## src/rtl/if_id_skid_reg_if.sv

```systemverilog
// IF/ID elastic register bus bundle.
// Fetch-side and decode-side handshakes plus status.
interface if_id_skid_reg_if #(
  parameter int PC_W    = 32,
  parameter int INSTR_W = 32,
  parameter int EXC_W   = 5,
  parameter int CNT_W   = 16
) ();
  logic               in_valid;
  logic               in_ready;
  logic [PC_W-1:0]    in_PC;
  logic [INSTR_W-1:0] in_instruction;
  logic [EXC_W-1:0]   in_exc;
  logic               out_valid;
  logic               out_ready;
  logic [PC_W-1:0]    out_PC;
  logic [INSTR_W-1:0] out_instruction;
  logic [EXC_W-1:0]   out_exc;
  logic [1:0]         occupancy;
  logic [CNT_W-1:0]   bp_count;

  modport slave (
    input  in_valid, in_PC, in_instruction, in_exc,
    input  out_ready,
    output in_ready, out_valid, out_PC,
    output out_instruction, out_exc,
    output occupancy, bp_count
  );

  modport master (
    output in_valid, in_PC, in_instruction, in_exc,
    output out_ready,
    input  in_ready, out_valid, out_PC,
    input  out_instruction, out_exc,
    input  occupancy, bp_count
  );
endinterface

```

## src/rtl/if_id_skid_reg.sv

```systemverilog
// Elastic IF/ID register: main + skid entry,
// registered upstream ready, flush, bp counter.
module if_id_skid_reg #(
  parameter int PC_W    = 32,
  parameter int INSTR_W = 32,
  parameter int EXC_W   = 5,
  parameter logic [PC_W-1:0] RESET_PC = 'h3000,
  parameter int CNT_W   = 16
) (
  input logic clk,
  input logic reset,
  input logic flush,
  if_id_skid_reg_if.slave bus
);

  typedef enum logic [1:0] {
    S_EMPTY = 2'd0,
    S_ONE   = 2'd1,
    S_FULL  = 2'd2
  } state_t;

  state_t             r_state;
  state_t             w_next;
  logic               r_out_valid;
  logic               r_in_ready;
  logic [PC_W-1:0]    r_main_pc;
  logic [INSTR_W-1:0] r_main_ins;
  logic [EXC_W-1:0]   r_main_exc;
  logic [PC_W-1:0]    r_skid_pc;
  logic [INSTR_W-1:0] r_skid_ins;
  logic [EXC_W-1:0]   r_skid_exc;
  logic [CNT_W-1:0]   r_bp;
  logic               w_accept;
  logic               w_consume;
  logic               w_clear;

  assign w_accept  = bus.in_valid & r_in_ready;
  assign w_consume = r_out_valid & bus.out_ready;
  assign w_clear   = reset | flush;

  // State register; valid/ready are precomputed
  // from the next state so both stay registered.
  always_ff @(posedge clk) begin
    if (w_clear) begin
      r_state     <= S_EMPTY;
      r_out_valid <= 1'b0;
      r_in_ready  <= 1'b1;
    end else begin
      r_state     <= w_next;
      r_out_valid <= (w_next != S_EMPTY);
      r_in_ready  <= (w_next != S_FULL);
    end
  end

  // Next-state decode from accept/consume.
  always_comb begin
    w_next = r_state;
    unique case (r_state)
      S_EMPTY: if (w_accept) w_next = S_ONE;
      S_ONE: begin
        if (w_accept && !w_consume)
          w_next = S_FULL;
        else if (!w_accept && w_consume)
          w_next = S_EMPTY;
      end
      S_FULL: if (w_consume) w_next = S_ONE;
      default: w_next = S_EMPTY;
    endcase
  end

  // Main/skid datapath; a drained main keeps
  // its PC but shows a nop with no exception.
  always_ff @(posedge clk) begin
    if (w_clear) begin
      r_main_pc  <= RESET_PC;
      r_main_ins <= '0;
      r_main_exc <= '0;
      r_skid_pc  <= '0;
      r_skid_ins <= '0;
      r_skid_exc <= '0;
    end else begin
      unique case (r_state)
        S_EMPTY: begin
          if (w_accept) begin
            r_main_pc  <= bus.in_PC;
            r_main_ins <= bus.in_instruction;
            r_main_exc <= bus.in_exc;
          end
        end
        S_ONE: begin
          if (w_accept && w_consume) begin
            r_main_pc  <= bus.in_PC;
            r_main_ins <= bus.in_instruction;
            r_main_exc <= bus.in_exc;
          end else if (w_accept) begin
            r_skid_pc  <= bus.in_PC;
            r_skid_ins <= bus.in_instruction;
            r_skid_exc <= bus.in_exc;
          end else if (w_consume) begin
            r_main_ins <= '0;
            r_main_exc <= '0;
          end
        end
        S_FULL: begin
          if (w_consume) begin
            r_main_pc  <= r_skid_pc;
            r_main_ins <= r_skid_ins;
            r_main_exc <= r_skid_exc;
            r_skid_pc  <= '0;
            r_skid_ins <= '0;
            r_skid_exc <= '0;
          end
        end
        default: ;
      endcase
    end
  end

  // Saturating count of blocked fetch cycles;
  // survives flush, cleared only by reset.
  always_ff @(posedge clk) begin
    if (reset)
      r_bp <= '0;
    else if (!flush && bus.in_valid &&
             !r_in_ready &&
             (r_bp != {CNT_W{1'b1}}))
      r_bp <= r_bp + 1'b1;
  end

  // Outputs come straight from registers.
  always_comb begin
    bus.in_ready        = r_in_ready;
    bus.out_valid       = r_out_valid;
    bus.out_PC          = r_main_pc;
    bus.out_instruction = r_main_ins;
    bus.out_exc         = r_main_exc;
    bus.occupancy       = r_state;
    bus.bp_count        = r_bp;
  end

endmodule

```

## src/flat_wrapper.sv

```systemverilog
// flat-port wrapper written by rule: the top's interface ports become plain ports
module if_id_skid_reg_flat 
#(
  parameter int PC_W    = 32,
  parameter int INSTR_W = 32,
  parameter int EXC_W   = 5,
  parameter logic [PC_W-1:0] RESET_PC = 'h3000,
  parameter int CNT_W   = 16
)
  (clk, reset, flush, bus_in_valid, bus_in_PC, bus_in_instruction, bus_in_exc, bus_out_ready, bus_in_ready, bus_out_valid, bus_out_PC, bus_out_instruction, bus_out_exc, bus_occupancy, bus_bp_count);
  if_id_skid_reg_if #(.PC_W(PC_W), .INSTR_W(INSTR_W), .EXC_W(EXC_W), .CNT_W(CNT_W)) bus_i ();
  input logic clk;
  input logic reset;
  input logic flush;
  input wire logic [$bits(bus_i.in_valid)-1:0] bus_in_valid;
  input wire logic [$bits(bus_i.in_PC)-1:0] bus_in_PC;
  input wire logic [$bits(bus_i.in_instruction)-1:0] bus_in_instruction;
  input wire logic [$bits(bus_i.in_exc)-1:0] bus_in_exc;
  input wire logic [$bits(bus_i.out_ready)-1:0] bus_out_ready;
  output wire logic [$bits(bus_i.in_ready)-1:0] bus_in_ready;
  output wire logic [$bits(bus_i.out_valid)-1:0] bus_out_valid;
  output wire logic [$bits(bus_i.out_PC)-1:0] bus_out_PC;
  output wire logic [$bits(bus_i.out_instruction)-1:0] bus_out_instruction;
  output wire logic [$bits(bus_i.out_exc)-1:0] bus_out_exc;
  output wire logic [$bits(bus_i.occupancy)-1:0] bus_occupancy;
  output wire logic [$bits(bus_i.bp_count)-1:0] bus_bp_count;
  assign bus_i.in_valid = bus_in_valid;
  assign bus_i.in_PC = bus_in_PC;
  assign bus_i.in_instruction = bus_in_instruction;
  assign bus_i.in_exc = bus_in_exc;
  assign bus_i.out_ready = bus_out_ready;
  assign bus_in_ready = bus_i.in_ready;
  assign bus_out_valid = bus_i.out_valid;
  assign bus_out_PC = bus_i.out_PC;
  assign bus_out_instruction = bus_i.out_instruction;
  assign bus_out_exc = bus_i.out_exc;
  assign bus_occupancy = bus_i.occupancy;
  assign bus_bp_count = bus_i.bp_count;
  if_id_skid_reg #(.PC_W(PC_W), .INSTR_W(INSTR_W), .EXC_W(EXC_W), .RESET_PC(RESET_PC), .CNT_W(CNT_W)) u_core (.clk(clk), .reset(reset), .flush(flush), .bus(bus_i));
endmodule
```

## config.mk

```make
export PLATFORM = sky130hd
export DESIGN_NAME = if_id_skid_reg_flat
export DESIGN_NICKNAME = d
export VERILOG_FILES = /design/src/rtl/if_id_skid_reg_if.sv /design/src/rtl/if_id_skid_reg.sv /design/src/flat_wrapper.sv
export SDC_FILE = /design/constraint.sdc
export NUM_CORES = 1
export LEC_CHECK = 0
export BUFFER_PORTS_ARGS = -buffer_cell sky130_fd_sc_hd__buf_4
export CORE_MARGIN = 2
export CORE_UTILIZATION = 35
export DETAILED_ROUTE_END_ITERATION = 12
export SYNTH_ARGS = -nofsm -noshare
export SYNTH_HDL_FRONTEND = slang
export SYNTH_SLANG_ARGS = --single-unit
```

## constraint.sdc

```tcl
create_clock -name clk -period 2.3 [get_ports clk]
set_clock_uncertainty 0.15 [all_clocks]
set_input_delay 0.23 -clock clk [delete_from_list [all_inputs] [get_ports clk]]
set_output_delay 0.23 -clock clk [all_outputs]
set_load 0.02 [all_outputs]
```

==> results by group, run 1 <==
Timing
  • RSZ-0062 raised after global routing: yes
  • Minimum clock period after layout: 2220 ps
  • Slew Limit Fails: 0
  • Final setup viols: 0
  • Max Freq: 0.450 GHz
  • Tightest Pin Transition: 1100 ps
  • Worst slew margin: 26.3%
  • Final hold vios: 0
  • Final Cycle Share: 96.6%
  • Final worst slack: 78.6 ps

Synth
  • Post-synth EDFFs: 0
  • Yosys cell types: 48
  • Async SR Flop Fraction: 0%
  • Complex-gate fraction of the synthesized area: 26.6%
  • Yosys Warn Count: 0
  • Post-Synth Simple-Gate Area: 16.8%
  • Mapped Nets: 852
  • Commonest cells in the netlist: dfxtp_1 (158), a21oi_1 (81), clkbuf_1 (75), nor2_1 (73), o31ai_1 (72)
  • Synthesized netlist cell count: 773
  • Largest family of logic cells by synthesized area: compound AO/OA/AOI/OAI gates
  • Most instantiated library cell after synthesis: dfxtp_1
  • Seq/Total Area, Yosys: 44.7%
  • Flip-flop and latch count after synthesis: 158
  • Synth Cell Area: 7070 sq um
  • Synth Area in Adders: 1.03%
  • Syn avg cell area: 9.15 sq um
  • Synth Area in XOR/XNOR: 0.248%
  • Synth top area share: 44.7%
  • Top FF cell, synth: dfxtp_1
  • Area leader, netlist: dfxtp_1
  • Area contributors post-synth: dfxtp_1 (45%), nand4b_1 (8.7%), o31ai_1 (7.6%)
  • Fraction of synthesized area in multiplexers: 5.15%

Global route
  • Vias in the first global route: 6697
  • Initial antenna violation count: 1
  • Total GRT Usage: 20.1%
  • Largest net degree at the start of global routing: 63
  • Global-route wire length before repair: 35400 um
  • Grt ovf: 0

Routing
  • Via/cell ratio: 5.56
  • DR WL/cell: 17.8 um
  • Total Wirelength: 22300 um
  • Via count: 6940
  • DRC: 0
  • Post-route ant nets: 0
  • 1st-iter DRT viols: 468
  • Drt first pass iters: 7

Finish
  • Synthesis-to-layout area growth: 42.1%
  • Filler cells: 1898
  • Final #Nets: 1049
  • Fin util: 51.2%
  • Share of post-route cells with drive strength above 1: 25.6%
  • Fin cells: 1249

Place
  • Dpl hpwl: 13100 um
  • Placed insts: 1142
  • GPL Wtd Cong: 0.778
  • Post-place setup slack: 70.8 ps
  • PortBufs: 162

CTS
  • Sinks on Clock Net: 158
  • Longest Clk Path Bufs: 2
  • Worst-skew pair later-pin latency: 430 ps
  • TritonCTS buffer count: 17
  • Clock slew at reported path FFs: 60 ps
  • CTS tree: built
  • CTS root buf: clkbuf_16
  • Htree depth: 4

Floorplan
  • Cell Rows: 51
  • Die area: 21400 sq um
  • Starting density of the core: 36.0%
  • Core area: 19700 sq um
  • Top Ports: 163
  • Die Span X: 146 um
  • Height of the die: 146 um

Flow run
  • Max Cap Viol: 0

Setup path
  • Cell family with most CP delay: compound AO/OA/AOI/OAI gates
  • CP Buf/Inv Count: 2
  • CP max FO: 37
  • CP cell instances: ha_1 -> inv_1 -> buf_4 -> o21ai_4 -> a221oi_1 -> nor2_1
  • Critical Path Slowest Stage Cell: o21ai_4
  • Crit path DAT: 2420 ps
  • Critical path class: reg -> reg
  • Max stage delay on crit path: 850 ps
  • Crit. End Element: flop
  • CP required: 2500 ps
  • CP Launch Type: flop

Power
  • Clock share of power: 43.5%
  • Switch Pwr: 1830 uW
  • Internal: 5040 uW
  • Sw Ratio: 26.6%
  • Comb pwr share: 14.4%
  • Pleak: 0.00370 uW
  • Peak VDD IR: 0.500 mV
  • Seq pwr share: 42.0%
  • PD cells: 683 nW/um^2

Outcome
  • Status: finished, final reports clean

Min path
  • Type of the tightest min-delay check: in -> reg
flip-flops by register name, summed over array words and instances, names as in the netlist:
| register | flops |
|---|---|
| u_core.bus.bp_count | 16 |
| u_core.bus.in_ready | 1 |
| u_core.bus.occupancy | 2 |
| u_core.bus.out_PC | 32 |
| u_core.bus.out_exc | 5 |
| u_core.bus.out_instruction | 32 |
| u_core.bus.out_valid | 1 |
| u_core.r_skid_exc | 5 |
| u_core.r_skid_ins | 32 |
| u_core.r_skid_pc | 32 |
power groups by stage:
stage	combinational, uW	clock, uW	sequential [uW]
finish	990	2990	2890
global placement	876	0	2950
CTS	977	3050	2890
detailed placement	878	0	2950
global route	1070	3180	2890
floorplan	396	0	3020
through the flow:
| step | hold WS [ps] | TNS, ps | total power [uW] | area (sq um) |
|---|---|---|---|---|
| 5_1_grt | 208 | -2880 | 7140 | 10100 |
| 4_1_cts | 171 | 0 | 6910 | 9990 |
| 2_1_floorplan | 244 | 0 | 3420 | 7070 |
| 6_report | 181 | 0 | 6860 | 10100 |
| 3_3_place_gp | 306 | 0 | 3820 | 8670 |
| 3_5_place_dp | 312 | 0 | 3820 | 8670 |
final timing paths:
path	end	cells after the start	slack, ps	start
worst max-delay path	u_core.bus.out_instruction[21]	6	80	u_core.bus.occupancy[0]
worst min-delay path	u_core.bus.bp_count[12]	5	180	flush
worst max register to register	u_core.bus.out_instruction[21]	6	80	u_core.bus.occupancy[0]
worst min register to register	u_core.r_skid_pc[27]	2	320	u_core.r_skid_pc[27]
metal layers:
metal	GRT usage, %	vias up	routed length, um
met2	32.6	208	10400
met3	4.03	19	1020
met5	0	-	0
met1	27.3	3355	10600
met4	5.68	0	295
li1	-	3358	-
kinds of logic (layout without fill, tap and decap cells):
family / Yosys count / count (layout)
simple gates: 192 / 192
buf+inv: 99 / 309
other cells: 0 / 1
fa+ha+maj: 6 / 6
mux: 36 / 36
flops: 158 / 158
compound gates: 280 / 280
xor+xnor: 2 / 2
cells in the final DEF, fill, tap and decap left out, types with 3 or more instances in the layout:
| cell type | Yosys | final |
|---|---|---|
| mux2i_1 | 33 | 33 |
| clkbuf_16 | 0 | 18 |
| and2_1 | 3 | 3 |
| bufinv_16 | 0 | 3 |
| or3_1 | 6 | 6 |
| nor3_1 | 5 | 5 |
| o31ai_1 | 72 | 72 |
| o21ai_1 | 6 | 5 |
| nor2_1 | 73 | 72 |
| dlygate4sd3_1 | 0 | 70 |
| a211oi_1 | 31 | 31 |
| ha_1 | 5 | 3 |
| buf_4 | 1 | 189 |
| nand4_1 | 5 | 5 |
| nand3_1 | 5 | 5 |
| nand4b_1 | 70 | 70 |
| buf_12 | 0 | 7 |
| nand2_1 | 7 | 7 |
| a21oi_1 | 81 | 80 |
| inv_6 | 0 | 5 |
| o21ai_0 | 40 | 40 |
| dfxtp_1 | 158 | 157 |
| inv_1 | 7 | 7 |
| a221oi_1 | 37 | 36 |
| or4_1 | 5 | 5 |
| nor4_1 | 3 | 3 |
| mux2_2 | 3 | 3 |
area by class of cell:
class	count	area [sq um]	share of cell area [%]
Clock inverter	14	179	1.78
Tap cell	265	332	3.30
Multi-Input combinational cell	516	3600	35.8
Clock buffer	18	439	4.37
Inverter	8	30.0	0.299
Antenna cell	1	2.50	0.0249
Sequential cell	158	3160	31.5
Timing Repair Buffer	269	2310	22.9
worst register-to-register path: cells and delay by family (launching register included):
kind,cells,cell delay [ps]
AND/OR/NAND/NOR,1,170
adder cells (fa/ha/maj),1,180
AO/OA/AOI/OAI,2,1040
buffers and inverters,2,240
flip-flops,1,370
what timing repair did:
action	4_1_cts	5_1_grt
endpoints found under the hold margin	122	0
setup endpoints to repair	0	53
setup buffers	0	3
resized for setup	0	4
hold buffers	70	0
No activity file was read; power rests on OpenSTA's default activity.
==> run 2, diff against run 1 <==
- BUFFER_PORTS_ARGS: -buffer_cell sky130_fd_sc_hd__buf_4 -> -buffer_cell sky130_fd_sc_hd__buf_2
- CTS_CLUSTER_DIAMETER: default -> 120
==> run 2 against run 1 <==
  * Cell count grew 0.16%
  * Fmax grew 3.0%
  * Non-clock buffer count grew 1
  * Highest routed layer unchanged
  * Largest power group unchanged
  * Die area is the same
==> results by group, run 2 (synthesis gave the netlist of run 1 again) <==
Outcome
  • Status: finished, final reports clean

Power
  • Peak VDD IR: 0.467 mV
  • PD cells: 725 nW/um^2
  • Pleak: 0.00367 uW

Finish
  • Fin util: 49.6%
  • Share of post-route cells with drive strength above 1: 25.8%
  • Register area: 3160 sq um
  • Design area: 9740 sq um
  • Multi-input logic area: 3620 sq um
  • Synthesis-to-layout area growth: 37.7%
  • Final #Nets: 1052
  • Fin cells: 1251
  • # diodes: 0
  • Commonest cells after routing, fill and taps aside: buf_2 (162), dfxtp_1 (157), a21oi_1 (80)
  • Filler cells: 1867
  • Most common cell after layout, fill and taps aside: buf_2

Timing
  • Tightest Pin Transition: 700 ps
  • Minimum clock period after layout: 2160 ps
  • Max Freq: 0.464 GHz
  • Worst slew margin: 53.1%
  • RSZ-0062 raised after global routing: no
  • Hold WS: 52.5 ps
  • Slew Limit Fails: 0
  • Total negative setup slack: 0 ps
  • Final Cycle Share: 93.8%
  • Final hold vios: 0
  • Final setup viols: 0

Min path
  • Min-Delay Path Depth: 2
  • Hold Crit Start: reset
  • Type of the tightest min-delay check: in -> reg
  • Hold Crit Endpoint: u_core.bus.bp_count[0]

Place
  • Dpl hpwl: 12600 um
  • Post-DP Area: 8240 sq um
  • Placed insts: 1139
  • GPL Wtd Cong: 0.784
  • PortBufs: 162

Setup path
  • Critical path class: reg -> reg
  • R2R depth: 5
  • CP Launch Type: flop
  • Crit path DAT: 2360 ps
  • Reg-to-reg setup timing slack: 140 ps
  • Crit. End Element: flop
  • Reg2reg start: u_core.bus.bp_count[1]
  • CP required: 2500 ps
  • RR Endpoint: u_core.bus.bp_count[15]
  • CP max FO: 7

Global route
  • Grt ovf: 0
  • Vias in the first global route: 6685
  • Global-route wire length before repair: 35100 um
  • Initial antenna violation count: 0
  • Total GRT Usage: 19.9%
  • Largest net degree at the start of global routing: 63

CTS
  • Worst-skew pair later-pin latency: 420 ps
  • Htree depth: 4
  • CTS tree: built
  • TritonCTS buffer count: 17
  • Clock slew at reported path FFs: 70 ps
  • Sinks on Clock Net: 158
  • Longest Clk Path Bufs: 2
  • CTS root buf: clkbuf_16

Routing
  • Post-route ant nets: 0
  • Via count: 6973
  • Total Wirelength: 22600 um
  • 1st-iter DRT viols: 397
  • DR WL/cell: 18.1 um
  • Drt first pass iters: 5
  • Via/cell ratio: 5.57
  • DRC: 0

Flow run
  • Max Cap Viol: 0

Floorplan
  • Height of the die: 146 um
  • Core area: 19700 sq um
  • Die area: 21400 sq um
  • Cell Rows: 51
  • Starting density of the core: 36.0%
  • Top Ports: 163
  • Die Span X: 146 um
[run 2: changes by cell type in the layout (fill, tap and decap cells not counted), moves of 2 or more]
cell        before  now
bufinv_16        3    6
clkinv_4         1    3
inv_6            5    2
clkbuf_1         0    2
buf_2            0  162
clkinvlp_4       2    0
buf_4          189   27
[run 2: timing repair]
| action | CTS | global route |
|---|---|---|
| setup endpoints to repair | 0 | 66 |
| hold buffers | 69 | 0 |
| resized for setup | 0 | 5 |
| setup buffers | 0 | 6 |
| hold endpoints to repair | 112 | 0 |
[run 2: area by class of cell]
type,count,share of cell area [%]
Multi-Input combinational cell,518,37.2
Sequential cell,158,32.5
Timing Repair Buffer,270,19.8
Clock buffer,19,4.44
Tap cell,265,3.40
Clock inverter,13,2.40
Inverter,8,0.308
[run 2: how the worst max path moves through the flow]
stage                     cells after the start               startpoint                              to  slack, ps
final                                         5   u_core.bus.bp_count[1]         u_core.bus.bp_count[15]        140
after global routing                          6   u_core.bus.bp_count[1]          u_core.bus.bp_count[1]         10
after CTS                                     4     u_core.bus.out_valid  u_core.bus.out_instruction[20]         40
after detailed placement                      4     u_core.bus.out_valid  u_core.bus.out_instruction[23]         40
after global placement                        8  u_core.bus.occupancy[0]           u_core.bus.out_PC[13]        110
after floorplan                               9  u_core.bus.occupancy[0]           u_core.bus.out_exc[0]         10
[run 2: stage by stage]
stage | setup slack [ps] | total power (uW)
2_1_floorplan | 10.7 | 3420
3_3_place_gp | 112 | 3740
3_5_place_dp | 42.8 | 3740
4_1_cts | 43.6 | 7070
5_1_grt | 13.5 | 7320
6_report | 143 | 7070
[run 2: power by group]
group	internal (uW)	leakage [uW]	switching (uW)	total (uW)
clock	2050	0.000326	1190	3240
sequential	2830	0.00128	49.3	2880
combinational	389	0.00206	559	948
[run 2: worst max-delay path, cell delays in order (launching register included)]
cell and delay [ps]:
dfxtp_1 390, ha_1 210, nand4_1 300, or4_1 670, a31o_2 260, a21oi_1 110
[run 2: metal layers]
layer	up-vias	share of wire, %	track usage (%)
li1	3377	-	-
met1	3364	47	27.0
met2	216	47	33.0
met3	16	4.9	3.41
met4	0	1.1	5.24
met5	-	0	0
==> run 3, diff against run 2 <==
--- a/config.mk
+++ b/config.mk
@@ -11,4 +11,5 @@
 export CTS_CLUSTER_DIAMETER = 120
 export DETAILED_ROUTE_END_ITERATION = 12
+export SETUP_SLACK_MARGIN = 0.5
 export SYNTH_ARGS = -nofsm -noshare
 export SYNTH_HDL_FRONTEND = slang
--- a/constraint.sdc
+++ b/constraint.sdc
@@ -3,3 +3,3 @@
 set_input_delay 0.23 -clock clk [delete_from_list [all_inputs] [get_ports clk]]
 set_output_delay 0.23 -clock clk [all_outputs]
-set_load 0.02 [all_outputs]
+set_load 0.05 [all_outputs]
==> run 3 against run 2 <==
  * Largest cell class unchanged
  * Flip-flop and latch count did not move
  * Largest power group is now sequential cells
  * First-iteration DRC count rose by 39%
  * Sequential share of layout area fell by 3.9 points
  * Critical endpoint is now u_core.bus.out_instruction[5]
  * Highest routed layer unchanged
  * Fmax rose by 4.5%
  * Critical path depth rose by 5
  * Setup slack improved by 93 ps
  * Wire length rose by 14%
==> results by group, run 3 (synthesis gave the netlist of run 1 again) <==
Timing
  • Worst slew margin: 63.2%
  • Total negative setup slack: 0 ps
  • Final hold vios: 0
  • Slew Limit Fails: 0
  • Final Cycle Share: 89.7%
  • Max Freq: 0.484 GHz
  • Final setup viols: 0
  • Tightest Pin Transition: 551 ps
  • RSZ-0062 raised after global routing: yes
  • Minimum clock period after layout: 2060 ps

Power
  • Internal: 5000 uW
  • Sw Ratio: 29.9%
  • Pleak: 0.00425 uW
  • Clock share of power: 39.2%
  • Comb pwr share: 20.6%
  • PD cells: 632 nW/um^2
  • Seq pwr share: 40.3%
  • Peak VDD IR: 0.518 mV
  • Switch Pwr: 2130 uW

Floorplan
  • Die area: 21400 sq um
  • Starting density of the core: 36.0%
  • Height of the die: 146 um
  • Core area: 19700 sq um
  • Top Ports: 163
  • Die Span X: 146 um
  • Cell Rows: 51

Finish
  • # diodes: 0
  • Filler cells: 1740
  • Register area: 3230 sq um
  • Synthesis-to-layout area growth: 59.6%
  • Share of post-route cells with drive strength above 1: 42.6%
  • Most common cell after layout, fill and taps aside: buf_2
  • Commonest cells after routing, fill and taps aside: buf_2 (162), dfxtp_1 (138), a21oi_1 (72)
  • Multi-input logic area: 4290 sq um
  • Final #Nets: 1105
  • Fin util: 57.4%

Routing
  • Via/cell ratio: 5.67
  • DRC: 0
  • Drt first pass iters: 5
  • Post-route ant nets: 0
  • Via count: 7392
  • DR WL/cell: 19.9 um
  • 1st-iter DRT viols: 551
  • Total Wirelength: 25900 um

Setup path
  • CP Launch Type: flop
  • Reg2reg start: u_core.bus.occupancy[0]
  • Reg-to-reg setup timing slack: 240 ps
  • Critical Path Source: u_core.bus.occupancy[0]
  • CP required: 2520 ps
  • RR Endpoint: u_core.bus.out_instruction[5]
  • Crit. End Element: flop
  • Critical path class: reg -> reg
  • Crit path DAT: 2280 ps
  • R2R depth: 10
  • CP max FO: 7
  • Worst Setup EP: u_core.bus.out_instruction[5]

CTS
  • TritonCTS buffer count: 17
  • Sinks on Clock Net: 158
  • CTS root buf: clkbuf_16
  • Htree depth: 4
  • CTS tree: built
  • Longest Clk Path Bufs: 2
  • Worst-skew pair later-pin latency: 430 ps
  • Clock slew at reported path FFs: 70 ps

Global route
  • Largest net degree at the start of global routing: 60
  • Vias in the first global route: 7066
  • Global-route wire length before repair: 38700 um
  • Initial antenna violation count: 0
  • Grt ovf: 0
  • Total GRT Usage: 22.3%

Place
  • PortBufs: 162
  • Dpl hpwl: 12900 um
  • GPL Wtd Cong: 0.795

Min path
  • Hold Crit Start: reset
  • Type of the tightest min-delay check: in -> reg

Outcome
  • Status: finished, final reports clean

Flow run
  • Max Cap Viol: 0
==> run 3: changes by cell type in the layout (fill, tap and decap cells not counted), sizes merged, moves of 3 or more <==
cell	delta
inv	+3
clkbuf	+6
bufinv	-5
buf	+50
==> run 3: cell type report <==
class	instances	share of cell area, %
clock inverters	12	0.931
well taps	265	2.94
multi-input cells	516	38.0
flip-flops and latches	158	28.6
inverters	8	0.333
repair buffers	325	25.0
clock buffers	20	4.15
==> run 3: what timing repair did <==
item                       in CTS  in global routing
pin swaps                      18                 59
hold buffers                   69                  0
buffers inserted               24                 27
gates cloned                    8                  8
setup endpoints to repair     149                155
resized for setup              60                 98
hold endpoints to repair      110                  0
==> run 3: worst min path at each step <==
stage,end,slack (ps),cells past startpoint
5_1_grt,u_core.bus.bp_count[2],80,3
4_1_cts,u_core.bus.bp_count[15],50,3
2_1_floorplan,u_core.bus.out_exc[0],220,2
6_report,u_core.bus.bp_count[8],80,3
3_3_place_gp,u_core.bus.out_PC[13],290,2
3_5_place_dp,u_core.bus.out_PC[12],300,2
==> run 3: power groups by stage <==
stage / Combinational, uW / Clock [uW] / Sequential [uW]
final: 1470 / 2790 / 2870
after global routing: 1540 / 2960 / 2880
after CTS: 1340 / 2850 / 2870
after detailed placement: 1010 / 0 / 2920
after global placement: 1010 / 0 / 2920
after floorplan: 476 / 0 / 3160
==> run 3: through the flow <==
stage	hold slack, ps	instances	area, sq um	power (uW)	worst slack (ps)
floorplan	217	773	7600	3640	254
global placement	292	1136	8570	3930	280
detailed placement	296	1136	8570	3940	227
CTS	50.7	1269	10600	7050	296
global route	77.0	1304	11300	7380	172
finish	83.7	1304	11300	7130	236
==> run 3: per-layer routing <==
layer,track usage (%),up-vias,part of all wire [%]
li1,-,3484,-
met1,28.7,3586,44
met2,37.3,278,48
met3,4.97,44,5.8
met4,6.99,0,2.0
met5,0,-,0
==> run 3: critical path: stages, from the launching register on <==
cell and delay, ps:
dfxtp_4 370, inv_4 50, ha_4 150, a21boi_4 150, buf_6 130, buf_12 120
a2111oi_4 300, buf_4 220, clkbuf_16 170, o21ai_0 80, nor2_1 110
